<file path="src/rtl/mine_placer.sv">
// Places a requested number of distinct mines on a 5x5 board using rejection
// sampling from a free-running Galois LFSR, with a deterministic fallback fill.
module mine_placer #(
    parameter logic [15:0] TAPS         = 16'hB400,
    parameter logic [15:0] SEED_DEFAULT = 16'hACE1,
    parameter logic [7:0]  MAX_TRIES    = 8'd200
) (
    input  logic        clka,
    input  logic        restart,
    input  logic        start,
    input  logic [4:0]  mines_num,
    input  logic        seed_load,
    input  logic [15:0] seed,
    output logic [24:0] mines,
    output logic        place_done,
    output logic        busy
);

    typedef enum logic [1:0] {IDLE, DRAW, FILL} state_t;

    state_t      state_q, state_d;
    logic [15:0] lfsr_q, lfsr_d, lfsr_step;
    logic [4:0]  target_q, target_d;
    logic [4:0]  count_q, count_d;
    logic [7:0]  tries_q, tries_d;
    logic [24:0] mines_q, mines_d;
    logic        done_q, done_d;
    logic        busy_q, busy_d;

    logic [4:0]  cand;
    logic [31:0] cand_onehot;
    logic [24:0] cand_bit;
    logic        cand_ok;
    logic [24:0] fill_bit;

    assign lfsr_step   = (lfsr_q >> 1) ^ (lfsr_q[0] ? TAPS : 16'h0000);
    assign cand        = lfsr_q[4:0];
    assign cand_onehot = 32'd1 << cand;
    assign cand_bit    = cand_onehot[24:0];
    assign cand_ok     = (cand < 5'd25) && ((mines_q & cand_bit) == 25'd0);
    // Lowest zero bit as a one-hot: the +1 carry stops exactly at the first zero.
    assign fill_bit    = ~mines_q & (mines_q + 25'd1);

    always_comb begin
        // NOTE: every variable gets a default first so no path can infer a latch.
        state_d  = state_q;
        target_d = target_q;
        count_d  = count_q;
        tries_d  = tries_q;
        mines_d  = mines_q;
        done_d   = done_q;
        lfsr_d   = seed_load ? ((seed == 16'h0000) ? SEED_DEFAULT : seed) : lfsr_step;

        case (state_q)
            IDLE: begin
                if (start) begin
                    target_d = (mines_num > 5'd24) ? 5'd24 : mines_num;
                    mines_d  = '0;
                    count_d  = '0;
                    tries_d  = '0;
                    done_d   = 1'b0;
                    state_d  = DRAW;
                end
            end
            DRAW: begin
                if (count_q == target_q) begin
                    done_d  = 1'b1;
                    state_d = IDLE;
                end else if (cand_ok) begin
                    mines_d = mines_q | cand_bit;
                    count_d = count_q + 5'd1;
                    tries_d = '0;
                end else begin
                    tries_d = tries_q + 8'd1;
                    if (tries_q == MAX_TRIES - 8'd1) state_d = FILL;
                end
            end
            FILL: begin
                if (count_q == target_q) begin
                    done_d  = 1'b1;
                    state_d = IDLE;
                end else begin
                    mines_d = mines_q | fill_bit;
                    count_d = count_q + 5'd1;
                end
            end
            default: state_d = IDLE;
        endcase
    end

    assign busy_d = (state_d != IDLE);

    // NOTE: sequential state uses non-blocking assignments so all registers update together.
    always_ff @(negedge clka or posedge restart) begin
        if (restart) begin
            state_q  <= IDLE;
            lfsr_q   <= SEED_DEFAULT;
            target_q <= '0;
            count_q  <= '0;
            tries_q  <= '0;
            mines_q  <= '0;
            done_q   <= 1'b0;
            busy_q   <= 1'b0;
        end else begin
            state_q  <= state_d;
            lfsr_q   <= lfsr_d;
            target_q <= target_d;
            count_q  <= count_d;
            tries_q  <= tries_d;
            mines_q  <= mines_d;
            done_q   <= done_d;
            busy_q   <= busy_d;
        end
    end

    assign mines      = mines_q;
    assign place_done = done_q;
    assign busy       = busy_q;

endmodule
</file>
<file path="config.mk">
export PLATFORM = sky130hd
export DESIGN_NAME = mine_placer
export DESIGN_NICKNAME = d
export VERILOG_FILES = /design/src/rtl/mine_placer.sv
export SDC_FILE = /design/constraint.sdc
export NUM_CORES = 1
export LEC_CHECK = 0
export ABC_CLOCK_PERIOD_IN_PS = 2400
export BUFFER_PORTS_ARGS = -buffer_cell sky130_fd_sc_hd__clkbuf_2
export CAP_MARGIN = 10
export CORE_MARGIN = 1
export CORE_UTILIZATION = 52
export DETAILED_ROUTE_END_ITERATION = 16
export HOLD_SLACK_MARGIN = 0.02
export MAX_ROUTING_LAYER = met4
export PLACE_DENSITY_LB_ADDON = 0.25
export RECOVER_POWER = 25
export SYNTH_ARGS = -nofsm -noshare
export SYNTH_HDL_FRONTEND = slang
export SYNTH_SLANG_ARGS = --single-unit
</file>
<file path="constraint.sdc">
create_clock -name clka -period 2.4 [get_ports clka]
set_clock_uncertainty 0.05 [all_clocks]
set_input_delay 0.24 -clock clka [delete_from_list [all_inputs] [get_ports clka]]
set_output_delay 0.24 -clock clka [all_outputs]
set_load 0.01 [all_outputs]
</file>
Word level (Yosys, flattened, before mapping). Index checks and enable logic that the tools add are counted.

Bits in writable memories: 0. Latch bits: 0. Memories kept: 0. Input bits: 25. Output and inout port bits: 27. ROM bits: 0. Flip-flop bits (word level): 63.

Bitwise gates (word level): 6. $add $sub $neg: 3. Reductions and logical operators: 13. Muxes and demuxes: 27. Div/mod/pow operators: 0. Shifts and indexed selects: 1. Multipliers: 0. Equal/unequal tests: 9. $lt $le $gt $ge: 2.

Operators by type and width (count): 25-bit two-way mux (4); 25-bit one-hot mux with 3 select lines (1); 25-bit AND (2); 25-bit bitwise OR (2); 16-bit two-way mux (3); 25-bit by 1-bit adder with 25-bit output, second input constant (1); 25-bit zero test (1); 5-bit two-way mux (5); 25-bit NOT (1); 1-bit by 5-bit << shifter with 25-bit output, first input constant (1); 8-bit two-way mux (3); 16-bit zero test (1); 8-bit one-hot mux with 2 select lines (1); 15-bit by 16-bit bitwise XOR with 16-bit output (1); 5-bit one-hot mux with 3 select lines (1); 2-bit two-way mux (5); 8-bit by 1-bit adder with 8-bit output, second input constant (1); 8-bit == test, second input constant (1); 2-bit inequality test, second input constant (4); 2-bit one-hot mux with 3 select lines (1); 3-bit AND reduction (2); 2-bit nonzero test (3); 5-bit by 1-bit adder with 5-bit output, second input constant (1); 5-bit == test (1); other kinds (13) (14).

Longest topological paths before layout. Gate-level depths: netlist of run 1.

Depth after elaboration: 8. Depth in mapped cells: 10. Depth with buffers taken out: 8.

==> flow_summary.ini, run 1 <==
[timing]
finalSetupTns_ns = -10.67
timing.final.crit_share = 1.12
rsz0062_at_grt = yes
slew_viol_final = 0
setup_viol = 52
relSlewSlack = 0.475
period_minus_slack_ns = 2.70
fin_ws_ns = -0.298
max_freq_mhz = 371
hold_viol = 0
worst_pin_slew_ns = 0.784

[routing]
drc = 0
ant_nets = 0
first_pass_iters = 5
drtIter0Drc = 307
via_count = 3774
wl_per_cell_um = 16.2
routed_wl_um = 10400
viasPerCell = 5.87

[flow_run]
drv_cap = 0

[synth]
syn_area_per_cell_um2 = 9.39
ys_seq_elements = 63
synth-edff-count = 0
synth_area_leaders = dfrtn_1 38%, dfstp_2 5.8%, o21ai_0 4.1%
yosys.area.top_type = dfrtn_1
async_flop_share = 1.00
synthCells = 388
synthFlopType = dfrtn_1
synth_area_mm2 = 0.00364
synth_nets = 419
ys_warn_count = 0
ys_seq_area_frac = 0.435
synth.distinct_cells = 58
synth_top_area_share = 0.378

[critical_path]
critPathSlowestCell = dfstp_2
worstPathArrival_ns = 4.01
cp_top_family = compound AO/OA/AOI/OAI gates
path_buf_inv = 2
cpPeakStageDelay_ns = 0.63
crit_path_cell_trace = buf_4 -> mux2i_1 -> a211oi_1 -> o41a_1 -> o41a_1 -> nor3_4 -> buf_12 -> nor3_1
cp-end-kind = flop
required_ns = 3.71
cp_common_cell = o41a_1
worstSetupPathType = reg -> reg
worstSetupStartpointType = flop
cp_max_fo = 24

[layout]
area_growth_pct = 39.5
layout-drive-gt1-share = 0.371
antenna_cells = 0
finalNonFillerCells = 643
fin_nets = 573
final_area_mm2 = 0.00508

[pwr]
p_per_area_mw_per_mm2 = 880
ir_drop_mv = 0.458
p_leak_uw = 0.00242

[global_routing]
met2_usage = 0.467
first_global_vias = 3572
antenna_found_initial = 0
grt-ovfl-total = 0
grt_pass1_wl_um = 16800
grt-busiest-layer = met2
grt_util_met3 = 0.0520
grt_max_degree = 39
grt_use_total = 0.304
met1_usage = 0.392

[floorplanning]
core_area_mm2 = 0.00679
dieArea_mm2 = 0.00735
dieWidth_um = 85.7
io_pins = 52
initial_core_util = 0.536
die_h_um = 85.7
rows = 30

[clock_network]
cts_tree = built
cts_root_buf = clkbuf_8
cts_buffers = 9
cts_max_level = 3
clock_latency_ns = 0.39
path_clk_slew_ns = 0.05
clock_path_buffers = 2
cts.sinks = 63

[status]
status = complete, but fails checks
violations = setup timing

[placed_design]
port-buffer-count = 51
dpl-instance-area_mm2 = 0.00442
placed_cells = 578
dp_hpwl_um = 6960
gp_congestion = 0.946

[hold_path]
worstHoldPathType = reg -> reg
-- metal layers --
layer | vias up | part of all wire
met3 | 42 | 0.060
met4 | 0 | 0.033
li1 | 1758 | -
met1 | 1798 | 0.43
met5 | - | 0
met2 | 176 | 0.47
-- sequential cells by signal, summed over array words and instances (netlist names) --
name and cells:
lfsr_q 16, target_q 5, state_q 2, busy 1, tries_q 8, count_q 5
mines 25, place_done 1
-- placed cells by master, fill, tap and decap left out, types with 4 or more instances in the layout --
cell type	n
nand3_1	24
nor3_1	7
a31oi_1	18
buf_6	18
nor4_1	8
clkbuf_8	10
inv_1	20
buf_4	92
o21ai_1	6
nand2_1	31
clkbuf_2	33
mux2_2	10
buf_2	9
o22a_1	9
nor2b_1	4
nor2_1	28
o21ai_0	24
nand4_1	6
mux2i_1	6
a22o_1	7
a21oi_1	11
nand3b_1	4
nand2b_1	12
ha_1	6
dfstp_2	8
dfrtn_1	55
xnor2_1	6
-- cells by family after synthesis --
| logic type | Yosys count | synth area share |
|---|---|---|
| DFF | 63 | 0.435 |
| AOI/OAI and AO/OA | 112 | 0.211 |
| and+or+nand+nor | 148 | 0.212 |
| adders and majority gates | 6 | 0.0206 |
| buffers and inverters | 35 | 0.0539 |
| xor gates and xnor gates | 8 | 0.0192 |
| muxes | 16 | 0.0474 |
-- power breakdown --
group          switching, uW  internal, uW
Combinational           1040           964
Sequential               162          1300
Clock                    459           546
Total                   1660          2810
-- what timing repair did --
action,CTS,global route
endpoints found under the setup margin,66,59
hold buffers,0,0
setup buffers,36,7
pin swaps,2,0
resized for setup,18,30
endpoints found under the hold margin,0,0
-- layout make-up --
type | instances | area, um2
repair buffers | 157 | 1180
fillers | 498 | 1710
inverters | 13 | 50.0
clock inverters | 11 | 48.8
multi-input cells | 290 | 1910
flip-flops and latches | 63 | 1590
well taps | 96 | 120
clock buffers | 13 | 191
-- cell usage after synthesis, drive strengths merged (7+ instances only) --
| cell type | instances |
|---|---|
| nor2 | 29 |
| a22o | 7 |
| a31oi | 18 |
| buf | 15 |
| nor3 | 9 |
| nor4 | 8 |
| mux2 | 10 |
| nand3 | 24 |
| a21oi | 12 |
| inv | 14 |
| dfstp | 8 |
| o22a | 9 |
| nand2b | 13 |
| o21ai | 30 |
| dfrtn | 55 |
| nand2 | 32 |
-- final timing paths --
path / depth (start not counted) / slack [ns] / to / start
min in group asynchronous: 2 / 1.03 / lfsr_q[14] / restart
setup / recovery: 8 / -0.30 / mines[1] / lfsr_q[0]
hold reg to reg: 1 / 0.38 / lfsr_q[8] / lfsr_q[9]
setup reg to reg: 8 / -0.30 / mines[1] / lfsr_q[0]
hold / removal: 1 / 0.38 / lfsr_q[8] / lfsr_q[9]
max in group asynchronous: 3 / 0.41 / mines[6] / restart
-- per-stage QoR --
stage	total power (uW)	setup slack, ns	hold slack [ns]	util
5_1_grt	4720	-0.384	0.403	0.748
4_1_cts	4350	-0.276	0.384	0.732
6_report	4470	-0.298	0.376	0.748
3_3_place_gp	3120	-0.335	0.375	0.650
3_5_place_dp	3180	-0.395	0.384	0.650
2_1_floorplan	2560	-0.225	0.366	-
Power figures use the tool's default switching activity.
==> run 2: changes to the inputs <==
--- a/config.mk
+++ b/config.mk
@@ -8,8 +8,10 @@
 export ABC_CLOCK_PERIOD_IN_PS = 2400
 export BUFFER_PORTS_ARGS = -buffer_cell sky130_fd_sc_hd__clkbuf_2
 export CAP_MARGIN = 10
+export CELL_PAD_IN_SITES_DETAIL_PLACEMENT = 0
+export CELL_PAD_IN_SITES_GLOBAL_PLACEMENT = 2
 export CORE_MARGIN = 1
-export CORE_UTILIZATION = 52
+export CORE_UTILIZATION = 32
 export DETAILED_ROUTE_END_ITERATION = 16
 export HOLD_SLACK_MARGIN = 0.02
 export MAX_ROUTING_LAYER = met4
==> run 2 against run 1 <==
  * The flow still finishes with violations (setup timing)
  * Fmax up 0.36%
  * Worst hold slack better by 0.0042 ns
  * Die area up 61%
  * Via count fell by 1.4%
  * Final cell count up 10%
  * Routed wire length grew 10%
  * Final area up 9.5%
  * Non-clock buffer count rose by 21
==> flow_summary.ini, run 2 (synthesis gave the netlist of run 1 again) <==
[status]
status = complete, but fails checks
violations = setup timing

[critical_path]
cpPeakStageDelay_ns = 0.55
cp_max_fo = 6
r2r_cells = 9
worstSetupPathType = reg -> reg
critPathSlowestCell = or4b_4
rr_endpoint = tries_q[0]
worstSetupStartpointType = flop
crit_path_cell_trace = buf_12 -> mux2i_1 -> o32ai_1 -> or4b_4 -> buf_6 -> o41ai_4 -> buf_4 -> nor2_4 -> mux2_4
required_ns = 3.73
worstPathArrival_ns = 4.02
regToRegStartpoint = lfsr_q[0]
r2r_slack_ns = -0.29
cp-end-kind = flop

[layout]
antenna_cells = 0
area_growth_pct = 52.8
largest_reg_flops = 25
layout_commonest_cell = buf_4
fin_nets = 594
final_area_mm2 = 0.00557
layout-drive-gt1-share = 0.407
postLayoutCoreUtil = 0.507
layout_common_cells = 101 x buf_4, 55 x dfrtn_1, 34 x buf_6

[clock_network]
cts_buffers = 9
path_clk_slew_ns = 0.04
cts_max_level = 3
cts_root_buf = clkbuf_16
cts.sinks = 63
clock_latency_ns = 0.39
cts_hold_buf = 0
cts_tree = built
clock_path_buffers = 2

[routing]
viasPerCell = 5.26
first_pass_iters = 4
ant_nets = 0
drc = 0
drtIter0Drc = 201
via_count = 3721
routed_wl_um = 11500
wl_per_cell_um = 16.2

[hold_path]
worstHoldPathType = reg -> reg
hp-start = lfsr_q[9]
holdPathEnd = lfsr_q[8]
hold_depth = 1

[global_routing]
grt-ovfl-total = 0
grt_pass1_wl_um = 18800
antenna_found_initial = 0
first_global_vias = 3779
grt_max_degree = 23
grt_use_total = 0.217

[floorplanning]
dieWidth_um = 109
dieArea_mm2 = 0.0118
core_area_mm2 = 0.0110
die_h_um = 109
initial_core_util = 0.332
io_pins = 52
rows = 38

[timing]
finalSetupTns_ns = -10.50
max_freq_mhz = 372
whs_ns = 0.380
timing.final.crit_share = 1.12
hold_viol = 0
rsz0062_at_grt = yes
slew_viol_final = 0
fin_ws_ns = -0.289
period_minus_slack_ns = 2.69
setup_viol = 58
worst_pin_slew_ns = 1.08
relSlewSlack = 0.273

[placed_design]
gp_congestion = 0.853
dp_hpwl_um = 8090
preCtsSetupSlack_ns = -0.373
dpl-instance-area_mm2 = 0.00460
port-buffer-count = 51

[flow_run]
drv_cap = 0

[pwr]
p_leak_uw = 0.00261
p_per_area_mw_per_mm2 = 931
ir_drop_mv = 0.464
==> run 2: cell types whose count changed in the layout (fill, tap and decap cells not counted), moves of 4 or more <==
cell / delta
clkbuf_8: -8
buf_6: +16
o21ai_0: -4
buf_2: -5
buf_4: +9
clkbuf_16: +8
o21ai_2: +5
==> run 2: how the worst max path moves through the flow <==
stage | slack, ns | endpoint | depth (start not counted) | startpoint
finish | -0.29 | tries_q[0] | 9 | lfsr_q[0]
global route | -0.40 | mines[18] | 9 | lfsr_q[0]
CTS | -0.31 | mines[1] | 9 | lfsr_q[0]
detailed placement | -0.37 | mines[1] | 7 | lfsr_q[0]
global placement | -0.32 | tries_q[0] | 7 | lfsr_q[0]
floorplan | -0.23 | mines[16] | 9 | lfsr_q[0]
==> run 2: worst max-delay path, delay by kind of cell, from the launching register on <==
family,cells,cell delay [ns]
AO/OA/AOI/OAI,2,0.31
buffers and inverters,3,0.47
flip-flops,1,0.54
multiplexers,2,0.49
AND/OR/NAND/NOR,2,0.61
==> run 2: repair_timing <==
item                                    in CTS  in global routing
pin swaps                                    4                  2
endpoints found under the setup margin      65                 61
gates cloned                                 1                  0
buffers inserted                            44                  5
gates resized for setup                     39                 46
==> run 2: stage by stage <==
| step | total power, uW | cells |
|---|---|---|
| floorplan | 2560 | 388 |
| global placement | 3280 | 636 |
| detailed placement | 3300 | 636 |
| CTS | 5070 | 704 |
| global route | 5500 | 708 |
| finish | 5180 | 708 |
==> run 2: cell type report <==
class | instances | area [um2]
sequential | 63 | 1590
clock inverter | 11 | 50.0
multi-input combinational | 290 | 1960
timing repair buffer | 178 | 1470
fill | 1056 | 5420
tap | 140 | 175
inverter | 13 | 50.0
clock buffer | 13 | 282
==> run 2: routing by layer <==
metal  vias to the layer above  share of wire  global-route usage
li1                       1794              -                   -
met1                      1831           0.46               0.275
met2                        80           0.48               0.345
met3                        16          0.044              0.0442
met4                         0          0.013              0.0676
met5                         -              0                   -
==> run 2: report_power, final <==
group / switching (uW) / internal (uW)
Clock: 529 / 838
Combinational: 1170 / 1190
Sequential: 155 / 1300
Total: 1850 / 3330
